===== config.mk =====
export PLATFORM = sky130hd
export DESIGN_NAME = dpll_loop_sequencer
export DESIGN_NICKNAME = d
export VERILOG_FILES = /design/src/rtl/dpll_loop_sequencer_pkg.sv /design/src/rtl/dpll_loop_sequencer_window_counter.sv /design/src/rtl/dpll_loop_sequencer.sv
export SDC_FILE = /design/constraint.sdc
export NUM_CORES = 1
export LEC_CHECK = 0
export CAP_MARGIN = 30
export CORE_MARGIN = 1
export CORE_UTILIZATION = 35
export CTS_CLUSTER_DIAMETER = 50
export DETAILED_ROUTE_END_ITERATION = 16
export SLEW_MARGIN = 20
export SYNTH_ARGS = -nofsm -noshare
export SYNTH_HDL_FRONTEND = slang
export SYNTH_HIERARCHICAL = 1
export SYNTH_SLANG_ARGS = --single-unit

===== constraint.sdc =====
create_clock -name clk_i -period 3.1 [get_ports clk_i]
set_input_delay 0.465 -clock clk_i [delete_from_list [all_inputs] [get_ports clk_i]]
set_output_delay 0.465 -clock clk_i [all_outputs]
set_load 0.01 [all_outputs]

===== src/rtl/dpll_loop_sequencer_pkg.sv =====
// ----------------------------------------------------------------------------
// dpll_loop_sequencer_pkg
// Shared definitions for the DPLL loop sequencer:
//   - FSM state encodings (also visible on the state_o debug port)
//   - default K-counter modes and default divider ratios
//   - helper functions: divider ratio coercion and saturating event add
// ----------------------------------------------------------------------------
package dpll_loop_sequencer_pkg;

   typedef enum logic [2:0] {
      ST_IDLE    = 3'd0,
      ST_CLEAR   = 3'd1,
      ST_ACQUIRE = 3'd2,
      ST_TRACK   = 3'd3,
      ST_LOCKED  = 3'd4,
      ST_FAULT   = 3'd5
   } dpll_state_e;

   localparam logic [3:0] K_ACQ_DEF   = 4'd2;   // fast loop during acquisition
   localparam logic [3:0] K_TRACK_DEF = 4'd5;   // slow loop once tracking
   localparam logic [7:0] MULT_N_DEF  = 8'd128;
   localparam logic [7:0] H_DIV_DEF   = 8'd1;

   // A divide ratio of zero is meaningless for the dividers; treat it as 1.
   function automatic logic [7:0] coerce_ratio(input logic [7:0] req);
      logic [7:0] res;
      if (req == 8'd0) begin
         res = 8'd1;
      end else begin
         res = req;
      end
      return res;
   endfunction

   // Add 0..2 events to an 8-bit count, sticking at 255.
   function automatic logic [7:0] sat_add_events(input logic [7:0] cnt, input logic [1:0] inc);
      logic [8:0] sum;
      logic [7:0] res;
      sum = {1'b0, cnt} + {7'd0, inc};
      if (sum[8]) begin
         res = 8'hFF;
      end else begin
         res = sum[7:0];
      end
      return res;
   endfunction

endpackage


===== src/rtl/dpll_loop_sequencer_window_counter.sv =====
// ----------------------------------------------------------------------------
// dpll_loop_sequencer_window_counter
// Measurement-window timer plus saturating DLF event counter.
// The timer free-runs 0..WIN_CYCLES-1 and wraps; restart_i forces it (and the
// event count) back to zero for the next cycle.
// Ports:
//   clk_i       oscillator clock
//   reset_ni    asynchronous active-low reset
//   restart_i   restart the window (timer and events cleared)
//   carry_i     DLF carry pulse
//   borrow_i    DLF borrow pulse
//   win_done_o  high during the last cycle of a window
//   events_o    events of the current window, including this cycle's pulses
//   timer_o     current position inside the window
// ----------------------------------------------------------------------------
module dpll_loop_sequencer_window_counter
   import dpll_loop_sequencer_pkg::*;
#(
   parameter int WIN_CYCLES = 4096,
   parameter int TIMER_W    = (WIN_CYCLES > 1) ? $clog2(WIN_CYCLES) : 1
) (
   input  logic               clk_i,
   input  logic               reset_ni,
   input  logic               restart_i,
   input  logic               carry_i,
   input  logic               borrow_i,
   output logic               win_done_o,
   output logic [7:0]         events_o,
   output logic [TIMER_W-1:0] timer_o
);

   localparam logic [TIMER_W-1:0] TIMER_LAST = TIMER_W'(WIN_CYCLES - 1);

   logic [TIMER_W-1:0] timer_q, timer_d;
   logic [7:0]         events_q, events_d;
   logic [1:0]         inc_s;
   logic [7:0]         events_now_s;

   // Both pulses in one cycle count as two events.
   assign inc_s        = {carry_i & borrow_i, carry_i ^ borrow_i};
   assign events_now_s = sat_add_events(events_q, inc_s);
   assign win_done_o   = (timer_q == TIMER_LAST);
   assign events_o     = events_now_s;
   assign timer_o      = timer_q;

   // Next timer / event count: restart and window end both open a fresh window.
   always_comb begin
      timer_d  = timer_q;
      events_d = events_q;
      if (restart_i) begin
         timer_d  = '0;
         events_d = 8'd0;
      end else if (win_done_o) begin
         timer_d  = '0;
         events_d = 8'd0;
      end else begin
         timer_d  = timer_q + TIMER_W'(1);
         events_d = events_now_s;
      end
   end

   // Timer and event count registers.
   always_ff @(posedge clk_i or negedge reset_ni) begin
      if (!reset_ni) begin
         timer_q  <= '0;
         events_q <= 8'd0;
      end else begin
         timer_q  <= timer_d;
         events_q <= events_d;
      end
   end

endmodule


===== src/rtl/dpll_loop_sequencer.sv =====
// ----------------------------------------------------------------------------
// dpll_loop_sequencer
// Configures and sequences the DPLL loop: CLEAR -> ACQUIRE (wide K) ->
// TRACK (narrow K) -> LOCKED. Lock is declared and lost by counting DLF
// carry/borrow events per measurement window.
// Optional feature macro: DPLL_SEQ_TIMEOUT_EN -- ACQUIRE gives up after
// TIMEOUT_WIN windows and parks in FAULT until abort. Without it the fault
// output is constant 0 and FAULT is unreachable.
// Ports:
//   clk_i         oscillator clock (same as DLF)
//   reset_ni      asynchronous active-low reset
//   start_i       1-cycle start pulse, honoured only in IDLE
//   abort_i       level; forces IDLE on the next edge from any state
//   cfg_mult_n_i  requested output divider N (latched on start)
//   cfg_h_i       requested oscillator pre-divider H (latched on start)
//   carry_i       DLF carry pulse
//   borrow_i      DLF borrow pulse
//   k_mode_o      K-counter mode to DLF
//   mult_n_o      N to output divider
//   h_div_o       H to pre-divider
//   dlf_enable_o  DLF enable
//   loop_clear_o  clear request to DLF/DCO/dividers
//   locked_o      lock indication
//   lock_lost_o   1-cycle pulse on LOCKED -> ACQUIRE
//   fault_o       acquisition timeout flag
//   state_o       current FSM state (debug)
//   win_events_o  event count of the last completed window (debug)
// All outputs are registered.
// ----------------------------------------------------------------------------
module dpll_loop_sequencer
   import dpll_loop_sequencer_pkg::*;
#(
   parameter int         WIN_CYCLES    = 4096,
   parameter logic [3:0] K_ACQ         = K_ACQ_DEF,
   parameter logic [3:0] K_TRACK       = K_TRACK_DEF,
   parameter int         ACQ_THRESH    = 8,
   parameter int         TRACK_THRESH  = 2,
   parameter int         LOCK_CNT      = 4,
   parameter int         UNLOCK_THRESH = 16,
   parameter int         CLEAR_CYCLES  = 16
`ifdef DPLL_SEQ_TIMEOUT_EN
   ,
   parameter int         TIMEOUT_WIN   = 64
`endif
) (
   input  logic       clk_i,
   input  logic       reset_ni,
   input  logic       start_i,
   input  logic       abort_i,
   input  logic [7:0] cfg_mult_n_i,
   input  logic [7:0] cfg_h_i,
   input  logic       carry_i,
   input  logic       borrow_i,
   output logic [3:0] k_mode_o,
   output logic [7:0] mult_n_o,
   output logic [7:0] h_div_o,
   output logic       dlf_enable_o,
   output logic       loop_clear_o,
   output logic       locked_o,
   output logic       lock_lost_o,
   output logic       fault_o,
   output logic [2:0] state_o,
   output logic [7:0] win_events_o
);

   localparam int TIMER_W = (WIN_CYCLES > 1) ? $clog2(WIN_CYCLES) : 1;
   localparam int GOOD_W  = $clog2(LOCK_CNT + 1);

   localparam logic [TIMER_W-1:0] CLEAR_LAST   = TIMER_W'(CLEAR_CYCLES - 1);
   localparam logic [GOOD_W-1:0]  LOCK_CNT_G   = GOOD_W'(LOCK_CNT);
   localparam logic [7:0]         ACQ_THR_E    = 8'(ACQ_THRESH);
   localparam logic [7:0]         TRACK_THR_E  = 8'(TRACK_THRESH);
   localparam logic [7:0]         UNLOCK_THR_E = 8'(UNLOCK_THRESH);

   dpll_state_e        state_q, state_d;
   logic [GOOD_W-1:0]  good_q, good_d;
   logic [GOOD_W-1:0]  good_inc_s;
   logic               latch_cfg_s;

   logic               win_done_s;
   logic [7:0]         events_s;
   logic [TIMER_W-1:0] timer_s;
   logic               restart_s;

   logic [3:0]         k_mode_q, k_mode_d;
   logic [7:0]         mult_n_q, h_div_q;
   logic               dlf_enable_q, dlf_enable_d;
   logic               loop_clear_q, loop_clear_d;
   logic               locked_q, locked_d;
   logic               lock_lost_q, lock_lost_d;
   logic               fault_q, fault_d;
   logic [7:0]         win_events_q;

`ifdef DPLL_SEQ_TIMEOUT_EN
   localparam int                TMO_W    = $clog2(TIMEOUT_WIN + 1);
   localparam logic [TMO_W-1:0]  TMO_LAST = TMO_W'(TIMEOUT_WIN);
   logic [TMO_W-1:0] tmo_q, tmo_d;
`endif

   // Every state change opens a fresh window so measurements never straddle
   // two loop configurations.
   assign restart_s  = (state_d != state_q);
   assign good_inc_s = good_q + GOOD_W'(1);

   dpll_loop_sequencer_window_counter #(
      .WIN_CYCLES (WIN_CYCLES),
      .TIMER_W    (TIMER_W)
   ) u_window (
      .clk_i      (clk_i),
      .reset_ni   (reset_ni),
      .restart_i  (restart_s),
      .carry_i    (carry_i),
      .borrow_i   (borrow_i),
      .win_done_o (win_done_s),
      .events_o   (events_s),
      .timer_o    (timer_s)
   );

   // Next-state logic: abort overrides everything; window decisions are
   // taken in the window's last cycle using that cycle's events too.
   always_comb begin
      state_d     = state_q;
      good_d      = good_q;
      latch_cfg_s = 1'b0;
`ifdef DPLL_SEQ_TIMEOUT_EN
      tmo_d       = tmo_q;
`endif
      if (abort_i) begin
         state_d = ST_IDLE;
         good_d  = '0;
      end else begin
         case (state_q)
            ST_IDLE: begin
               if (start_i) begin
                  state_d     = ST_CLEAR;
                  latch_cfg_s = 1'b1;
               end else begin
                  state_d = ST_IDLE;
               end
            end
            ST_CLEAR: begin
               good_d = '0;
               if (timer_s == CLEAR_LAST) begin
                  state_d = ST_ACQUIRE;
               end else begin
                  state_d = ST_CLEAR;
               end
            end
            ST_ACQUIRE: begin
               if (win_done_s) begin
                  if (events_s <= ACQ_THR_E) begin
                     if (good_inc_s == LOCK_CNT_G) begin
                        state_d = ST_TRACK;
                        good_d  = '0;
                     end else begin
                        good_d = good_inc_s;
                     end
                  end else begin
                     good_d = '0;
                  end
`ifdef DPLL_SEQ_TIMEOUT_EN
                  // A window that achieves lock wins over the timeout.
                  tmo_d = tmo_q + TMO_W'(1);
                  if ((state_d == ST_ACQUIRE) && (tmo_d == TMO_LAST)) begin
                     state_d = ST_FAULT;
                  end else begin
                     state_d = state_d;
                  end
`endif
               end else begin
                  state_d = ST_ACQUIRE;
               end
            end
            ST_TRACK: begin
               if (win_done_s) begin
                  if (events_s > UNLOCK_THR_E) begin
                     state_d = ST_ACQUIRE;
                     good_d  = '0;
                  end else if (events_s <= TRACK_THR_E) begin
                     if (good_inc_s == LOCK_CNT_G) begin
                        state_d = ST_LOCKED;
                        good_d  = '0;
                     end else begin
                        good_d = good_inc_s;
                     end
                  end else begin
                     good_d = '0;
                  end
               end else begin
                  state_d = ST_TRACK;
               end
            end
            ST_LOCKED: begin
               if (win_done_s && (events_s > UNLOCK_THR_E)) begin
                  state_d = ST_ACQUIRE;
                  good_d  = '0;
               end else begin
                  state_d = ST_LOCKED;
               end
            end
            ST_FAULT: begin
               state_d = ST_FAULT;
            end
            default: begin
               state_d = ST_IDLE;
               good_d  = '0;
            end
         endcase
      end
`ifdef DPLL_SEQ_TIMEOUT_EN
      tmo_d = (state_d == ST_ACQUIRE) ? tmo_d : '0;
`endif
   end

   // Output values for the state being entered, so the registered outputs
   // line up with state_o.
   always_comb begin
      k_mode_d     = K_ACQ;
      dlf_enable_d = 1'b0;
      loop_clear_d = 1'b1;
      locked_d     = 1'b0;
      fault_d      = 1'b0;
      case (state_d)
         ST_IDLE, ST_CLEAR: begin
            k_mode_d     = K_ACQ;
            dlf_enable_d = 1'b0;
            loop_clear_d = 1'b1;
         end
         ST_ACQUIRE: begin
            k_mode_d     = K_ACQ;
            dlf_enable_d = 1'b1;
            loop_clear_d = 1'b0;
         end
         ST_TRACK: begin
            k_mode_d     = K_TRACK;
            dlf_enable_d = 1'b1;
            loop_clear_d = 1'b0;
         end
         ST_LOCKED: begin
            k_mode_d     = K_TRACK;
            dlf_enable_d = 1'b1;
            loop_clear_d = 1'b0;
            locked_d     = 1'b1;
         end
         ST_FAULT: begin
            k_mode_d     = K_ACQ;
            dlf_enable_d = 1'b0;
            loop_clear_d = 1'b1;
`ifdef DPLL_SEQ_TIMEOUT_EN
            fault_d      = 1'b1;
`else
            fault_d      = 1'b0;
`endif
         end
         default: begin
            k_mode_d     = K_ACQ;
            dlf_enable_d = 1'b0;
            loop_clear_d = 1'b1;
         end
      endcase
      lock_lost_d = (state_q == ST_LOCKED) && (state_d == ST_ACQUIRE);
   end

   // FSM state and good-window counter.
   always_ff @(posedge clk_i or negedge reset_ni) begin
      if (!reset_ni) begin
         state_q <= ST_IDLE;
         good_q  <= '0;
      end else begin
         state_q <= state_d;
         good_q  <= good_d;
      end
   end

`ifdef DPLL_SEQ_TIMEOUT_EN
   // ACQUIRE window counter for the acquisition timeout.
   always_ff @(posedge clk_i or negedge reset_ni) begin
      if (!reset_ni) begin
         tmo_q <= '0;
      end else begin
         tmo_q <= tmo_d;
      end
   end
`endif

   // Divider configuration, captured only when a start is accepted.
   always_ff @(posedge clk_i or negedge reset_ni) begin
      if (!reset_ni) begin
         mult_n_q <= MULT_N_DEF;
         h_div_q  <= H_DIV_DEF;
      end else if (latch_cfg_s) begin
         mult_n_q <= coerce_ratio(cfg_mult_n_i);
         h_div_q  <= coerce_ratio(cfg_h_i);
      end
   end

   // Registered loop-control outputs and last-window event count.
   always_ff @(posedge clk_i or negedge reset_ni) begin
      if (!reset_ni) begin
         k_mode_q     <= K_ACQ;
         dlf_enable_q <= 1'b0;
         loop_clear_q <= 1'b1;
         locked_q     <= 1'b0;
         lock_lost_q  <= 1'b0;
         fault_q      <= 1'b0;
         win_events_q <= 8'd0;
      end else begin
         k_mode_q     <= k_mode_d;
         dlf_enable_q <= dlf_enable_d;
         loop_clear_q <= loop_clear_d;
         locked_q     <= locked_d;
         lock_lost_q  <= lock_lost_d;
         fault_q      <= fault_d;
         if (win_done_s) begin
            win_events_q <= events_s;
         end
      end
   end

   assign k_mode_o     = k_mode_q;
   assign mult_n_o     = mult_n_q;
   assign h_div_o      = h_div_q;
   assign dlf_enable_o = dlf_enable_q;
   assign loop_clear_o = loop_clear_q;
   assign locked_o     = locked_q;
   assign lock_lost_o  = lock_lost_q;
   assign fault_o      = fault_q;
   assign state_o      = state_q;
   assign win_events_o = win_events_q;

endmodule


* Yosys cells after proc, flatten, opt, wreduce, memory -nomap -nowiden
Index checks and enable logic that the tools add are counted.
** Cells by class
- $add $sub $neg :: 3
- Equality and inequality tests :: 16
- $mul :: 0
- Bitwise logic cells :: 2
- $lt $le $gt $ge :: 3
- Divide/modulo/power cells :: 0
- Multiplexer cells :: 35
- Reduce and logical (&&, ||, !) cells :: 9
- Shifts and indexed selects :: 0
** Operator list (count)
- $mux 3 :: 18
- $mux 8 :: 5
- $mux 12 :: 2
- $pmux 3 s6 :: 1
- $logic_not 8->1 :: 2
- $add 12x1->12 const B :: 1
- $eq 12x12->1 const B :: 1
- $eq 12x4->1 const B :: 1
- $eq 3x2->1 const B :: 4
- $eq 3x3->1 const B :: 4
- $pmux 3 s4 :: 1
- $add 8x2->9 :: 1
- $ne 3x3->1 const B :: 3
- $gt 8x5->1 const B :: 1
- $le 8x2->1 const B :: 1
- $le 8x4->1 const B :: 1
- $mux 1 :: 7
- $reduce_and 4->1 :: 1
- $reduce_or 2->1 :: 2
- $add 3x1->3 const B :: 1
- $eq 3x1->1 const B :: 1
- $logic_not 3->1 :: 1
- $ne 3x3->1 :: 1
- $reduce_or 3->1 :: 1
- 5 further kinds :: 6
** Storage, ports and cells
- Register bits after elaboration :: 58
- Input bits :: 22
- Latch bits :: 0
- Memory bits (writable) :: 0
- Logic and storage cells :: 80
- Memories :: 0
- Output and inout port bits :: 36
- Memory bits (read-only) :: 0

* Depth between registers and ports, before layout
- Depth in word-level cells :: 12
- Depth in mapped cells :: 17
- Depth with buffers taken out :: 15

* Cells and area by module
Netlist, hierarchy kept.
** Modules (own cells, without submodules)
- dpll_loop_sequencer :: cells an instance 154, area an instance 1831.8 um^2, sequential area each 905.9 um^2, times used 1
- dpll_loop_sequencer_window_counter :: cells an instance 116, area an instance 1127.3 um^2, sequential area each 500.5 um^2, times used 1

* Worst setup path before layout
Ideal clock, no wire load.
- Path type :: input -> register
- From :: input carry_i
- To :: register u_window.timer_q[11], in the netlist u_window/timer_o[11]
- Setup time :: 87 ps
- Data required time :: 3013 ps
- Data arrival time :: 3676 ps
- Buffers on the path :: 1
- Stages :: 15
- Path slack :: -662 ps
- Cell sequence :: ha_1 -> ha_1 -> inv_1 -> fa_1 -> and4b_1 -> buf_2 -> nand4_1 -> nand2_1 -> or4_4 -> a32o_2 -> o21ai_0 -> o211ai_1 -> nor2_1 -> or4b_1 -> o211ai_1
** On the way
- Word-level cells in the longest chain between the ends :: 11
- Elaborated cells on any way between the ends :: 18
- Those cells by class :: 1 x add/sub; 3 x order compare; 1 x eq/ne; 10 x mux; 2 x bitwise; 1 x reduce/logical
** RTL lines
- start, declared :: RTL line dpll_loop_sequencer.sv:52 : input logic carry_i,
- $xor 1x1->1 or $and 1x1->1 (tied branches) :: RTL line dpll_loop_sequencer_window_counter.sv:40 : assign inc_s = {carry_i & borrow_i, carry_i ^ borrow_i};
- $add 8x2->9 (*) :: RTL line dpll_loop_sequencer_pkg.sv:39 : sum = {1'b0, cnt} + {7'd0, inc};
- $mux 8 (*) :: RTL line dpll_loop_sequencer_pkg.sv:40 : if (sum[8]) begin
- via events_s[2] :: RTL line dpll_loop_sequencer.sv:81 : logic [7:0] events_s;
- $le 8x2->1 :: RTL line dpll_loop_sequencer.sv:179 : end else if (events_s <= TRACK_THR_E) begin
- $mux 3 :: RTL line dpll_loop_sequencer.sv:179
- $mux 3 :: RTL line dpll_loop_sequencer.sv:176 : if (events_s > UNLOCK_THR_E) begin
- $mux 3 :: RTL line dpll_loop_sequencer.sv:175 : if (win_done_s) begin
- $pmux 3 s6 (*) :: RTL line dpll_loop_sequencer.sv:132 : case (state_q)
- $mux 3 (*) :: RTL line dpll_loop_sequencer.sv:128 : if (abort_i) begin
- $ne 3x3->1 (*) :: RTL line dpll_loop_sequencer.sv:102 : assign restart_s = (state_d != state_q);
- via restart_s :: RTL line dpll_loop_sequencer.sv:83 : logic restart_s;
- $mux 12 (*) :: RTL line dpll_loop_sequencer_window_counter.sv:50 : if (restart_i) begin
- via u_window.timer_d[11] :: RTL line dpll_loop_sequencer_window_counter.sv:34 : logic [TIMER_W-1:0] timer_q, timer_d;
- end signal, assigned :: RTL line dpll_loop_sequencer_window_counter.sv:68 : timer_q <= timer_d;
- end, declared :: RTL line dpll_loop_sequencer_window_counter.sv:34
Mark *: on every way through the listed nets, which the timed path passes. The rest lies on a longest branch.
A chain may end at the register's enable or synchronous reset.

* Worst setup path after layout
- From :: input borrow_i
- To :: register u_window.timer_q[11], in the netlist u_window/timer_o[11]
** On the way
- Word-level cells in the longest chain between the ends :: 11
- Elaborated cells on any way between the ends :: 18
- Those cells by class :: 1 x add/sub; 3 x order compare; 1 x eq/ne; 10 x mux; 2 x bitwise; 1 x reduce/logical
** RTL lines
- start, declared :: RTL line dpll_loop_sequencer.sv:53 : input logic borrow_i,
- $xor 1x1->1 or $and 1x1->1 (tied branches) :: RTL line dpll_loop_sequencer_window_counter.sv:40
- $add 8x2->9 (*) :: RTL line dpll_loop_sequencer_pkg.sv:39
- $mux 8 (*) :: RTL line dpll_loop_sequencer_pkg.sv:40
- via events_s[3] :: RTL line dpll_loop_sequencer.sv:81
- $le 8x2->1 :: RTL line dpll_loop_sequencer.sv:179
- $mux 3 :: RTL line dpll_loop_sequencer.sv:179
- $mux 3 :: RTL line dpll_loop_sequencer.sv:176
- $mux 3 :: RTL line dpll_loop_sequencer.sv:175
- $pmux 3 s6 (*) :: RTL line dpll_loop_sequencer.sv:132
- $mux 3 (*) :: RTL line dpll_loop_sequencer.sv:128
- $ne 3x3->1 (*) :: RTL line dpll_loop_sequencer.sv:102
- via restart_s :: RTL line dpll_loop_sequencer.sv:83
- $mux 12 (*) :: RTL line dpll_loop_sequencer_window_counter.sv:50
- via u_window.timer_d[11] :: RTL line dpll_loop_sequencer_window_counter.sv:34
Marked as above.

==> run metrics <==
status=complete, but fails checks; failing checks=setup timing; Tot Pwr=1.71 mW; crit-path max cell delay=530 ps; Post-Place Cell Area=3880 um2; GPL Wtd Cong=0.835; Worst Tran Pin Value=696 ps; xor and xnor area share after synthesis=0.0178; Reg clk slew, reported paths=110 ps; Vias/cell=5.20; total negative slack=-2340 ps; most frequent cells in the layout=dfrtp_1 (52), clkdlybuf4s50_1 (52), buf_4 (36); Layout area overhead=45.6%; syn_area_per_cell=11.0 um2; CP Cell Sequence=buf_6 > ha_4 > ha_4 > inv_2 > fa_2 > and4b_2 > nand4_1 > buf_6 > nand3_4 > or4_4 > a32o_2 > o21ai_1 > o211ai_1 > buf_4 > buf_4 > buf_6 > nor2b_1 > o21ai_0 > o211ai_1; Yosys top cell area share=0.440; DR iter-0 viols=112; Die ar.=8830 um2; CP startpoint kind=primary input; H-tree lvl count=2; post-synth cell types=66; Die X=94.0 um; Post-Synth Simple-Gate Area=0.185; global-route usage over all layers=0.162; Yosys reg bits=56; hold_buf cts=0; DP Wirelength=4800 um; Post-Synthesis Cells=270; Clock Tree Buf Depth=2; Final Setup Violations=20; Finished Layout Cells=472; first-pass GRT wire length=11,300 um; I/O Buffers=55; clock sink total=56; CTS tree=yes; vias post-DR=2,453; Finished Cell Area=4310 um2; Synth Area in Adders=0.0321; Initial Util=0.360; vias in the first global route=2,377; row count=33; Layout fillers=740; Pwr per Cell Area=397 nW/um2; Max-slew headroom=0.536; Setup crit end kind=flop; number of CTS-inserted buffers=5; Layout Utilization=0.524; HP Class=primary input to asynchronous set/reset pin; Avg WL per Cell=14.6 um; DR pass1 iterations=6; post-route setup slack=-394 ps; post-synth top area cell=dfrtp_1; Max Cap Violations=0; Die H=94.0 um; most frequently used flop master after synthesis=dfrtp_1; largest family of logic cells by synthesized area=simple AND/OR/NAND/NOR gates; Pins Over Slew Limit=0; crit path DAT=3720 ps; Yosys warning total=6; Compound-Gate Fraction of Synth Area=0.154; Post-synth ARST share=1.00; Mapped Area=2960 um2; most frequent CP cell=buf_6; WS Path Type=primary input to flop; Tmin final=3490 ps; core area=8220 um2; Antenna Violating Nets Remaining=0; RSZ-0062 raised after global routing=true; Post-synth EDFFs=0; initial antenna violation count=0; fmax=286 MHz; mux contribution to synthesized area=0.0943; final WL=6890 um; DRC Markers=0; peak supply drop=0.224 mV; Worst path slowest cell=or4_4; CTS Root Cell=clkbuf_8; CP Max Fanout=6; GRT Residual Overflow=0; largest net degree at the start of global routing=57; main area contributors after synthesis=dfrtp_1 (44%), mux2_2 (8.4%), a21oi_1 (3.6%); final antenna diode count=0; Nets=395; CP required=3330 ps; final count of hold timing violations=0; LEAKAGE=1.83 nW; final worst-path cycle share=1.13; Seq/Total Area, Yosys=0.475; Skew-Pair Late Insertion Delay=310 ps; Clock Skew=10.0 ps; placed insts=455; share of layout cells above drive strength 1=0.390; I/O pin cnt=58
[Yosys cell counts (3+ instances only)]
cell,count
dfstp_2,4
and4_1,3
a21oi_1,21
buf_4,4
nor3_1,3
nor2b_1,8
xor2_1,5
and2_1,3
o21ai_0,9
nor2_1,17
mux2_2,22
dfrtp_1,52
inv_1,11
ha_1,6
buf_2,6
or4_1,3
nand4_1,4
nand3_1,6
a31oi_1,3
nand2_1,14
o31ai_1,3
nor4_1,3
[cells by family after synthesis]
logic type	after synthesis
xor+xnor	6
fa+ha+maj	7
buf+inv	24
flops	56
mux	25
other cells	1
simple gates	89
compound gates	62
[critical path: cells and delay by family]
family                   cells  cell delay, ps
buffers and inverters        6             690
adder cells (fa/ha/maj)      3             600
AND/OR/NAND/NOR              5            1110
AO/OA/AOI/OAI                5             840
[timing repair]
item / 4_1_cts / 5_1_grt
gates cloned: 0 / 0
pin swaps: 17 / 8
resized for setup: 21 / 46
endpoints found under the hold margin: 0 / 0
setup endpoints to repair: 32 / 31
buffers inserted: 6 / 7
[layer usage]
metal	share of wire	wire, um	global-route usage	up-vias
li1	-	-	-	1184
met1	0.48	3280	0.211	1199
met2	0.47	3240	0.278	59
met3	0.040	274	0.0267	11
met4	0.014	97	0.0436	0
met5	0	0	0	-
[final cells by class]
| type | count | area [um2] | area share |
|---|---|---|---|
| Inverter | 11 | 41.3 | 0.00958 |
| Clock buffer | 6 | 82.6 | 0.0192 |
| Multi-Input combinational cell | 191 | 1680 | 0.390 |
| Tap cell | 105 | 131 | 0.0305 |
| Sequential cell | 56 | 1410 | 0.326 |
| Timing Repair Buffer | 101 | 953 | 0.221 |
| Clock inverter | 2 | 13.8 | 0.00319 |
[registers in the layout, indices dropped and copies added, names as in the netlist]
register           flops
u_window/timer_o      12
dlf_enable_o           1
locked_o               1
lock_lost_o            1
good_q                 3
u_window/events_q      8
state_o                3
loop_clear_o           1
mult_n_o               8
h_div_o                8
win_events_o           8
k_mode_o               2
[report_power, final]
part | switching [mW] | internal [mW] | leakage (nW)
Sequential | 0.0319 | 0.788 | 0.732
Combinational | 0.195 | 0.266 | 1.04
Clock | 0.247 | 0.184 | 0.0516
Total | 0.474 | 1.24 | 1.83
[path summary, 6_finish.rpt]
check	start	to	slack, ps	depth (start not counted)
hold / removal	reset_ni	mult_n_o[0]	280	2
setup / recovery	borrow_i	u_window/timer_o[11]	-390	19
min in group clk_i	h_div_o[0]	h_div_o[0]	510	2
hold reg to reg	h_div_o[0]	h_div_o[0]	510	2
max in group asynchronous	reset_ni	u_window/events_q[2]	2360	2
setup reg to reg	u_window/events_q[0]	u_window/timer_o[11]	-330	17
[stage by stage]
| stage | setup slack, ps | hold WS (ps) |
|---|---|---|
| floorplan | -509 | 169 |
| global placement | -961 | 488 |
| detailed placement | -1050 | 495 |
| CTS | -307 | 313 |
| global route | -569 | 344 |
| finish | -394 | 283 |
Power figures use the tool's default switching activity.
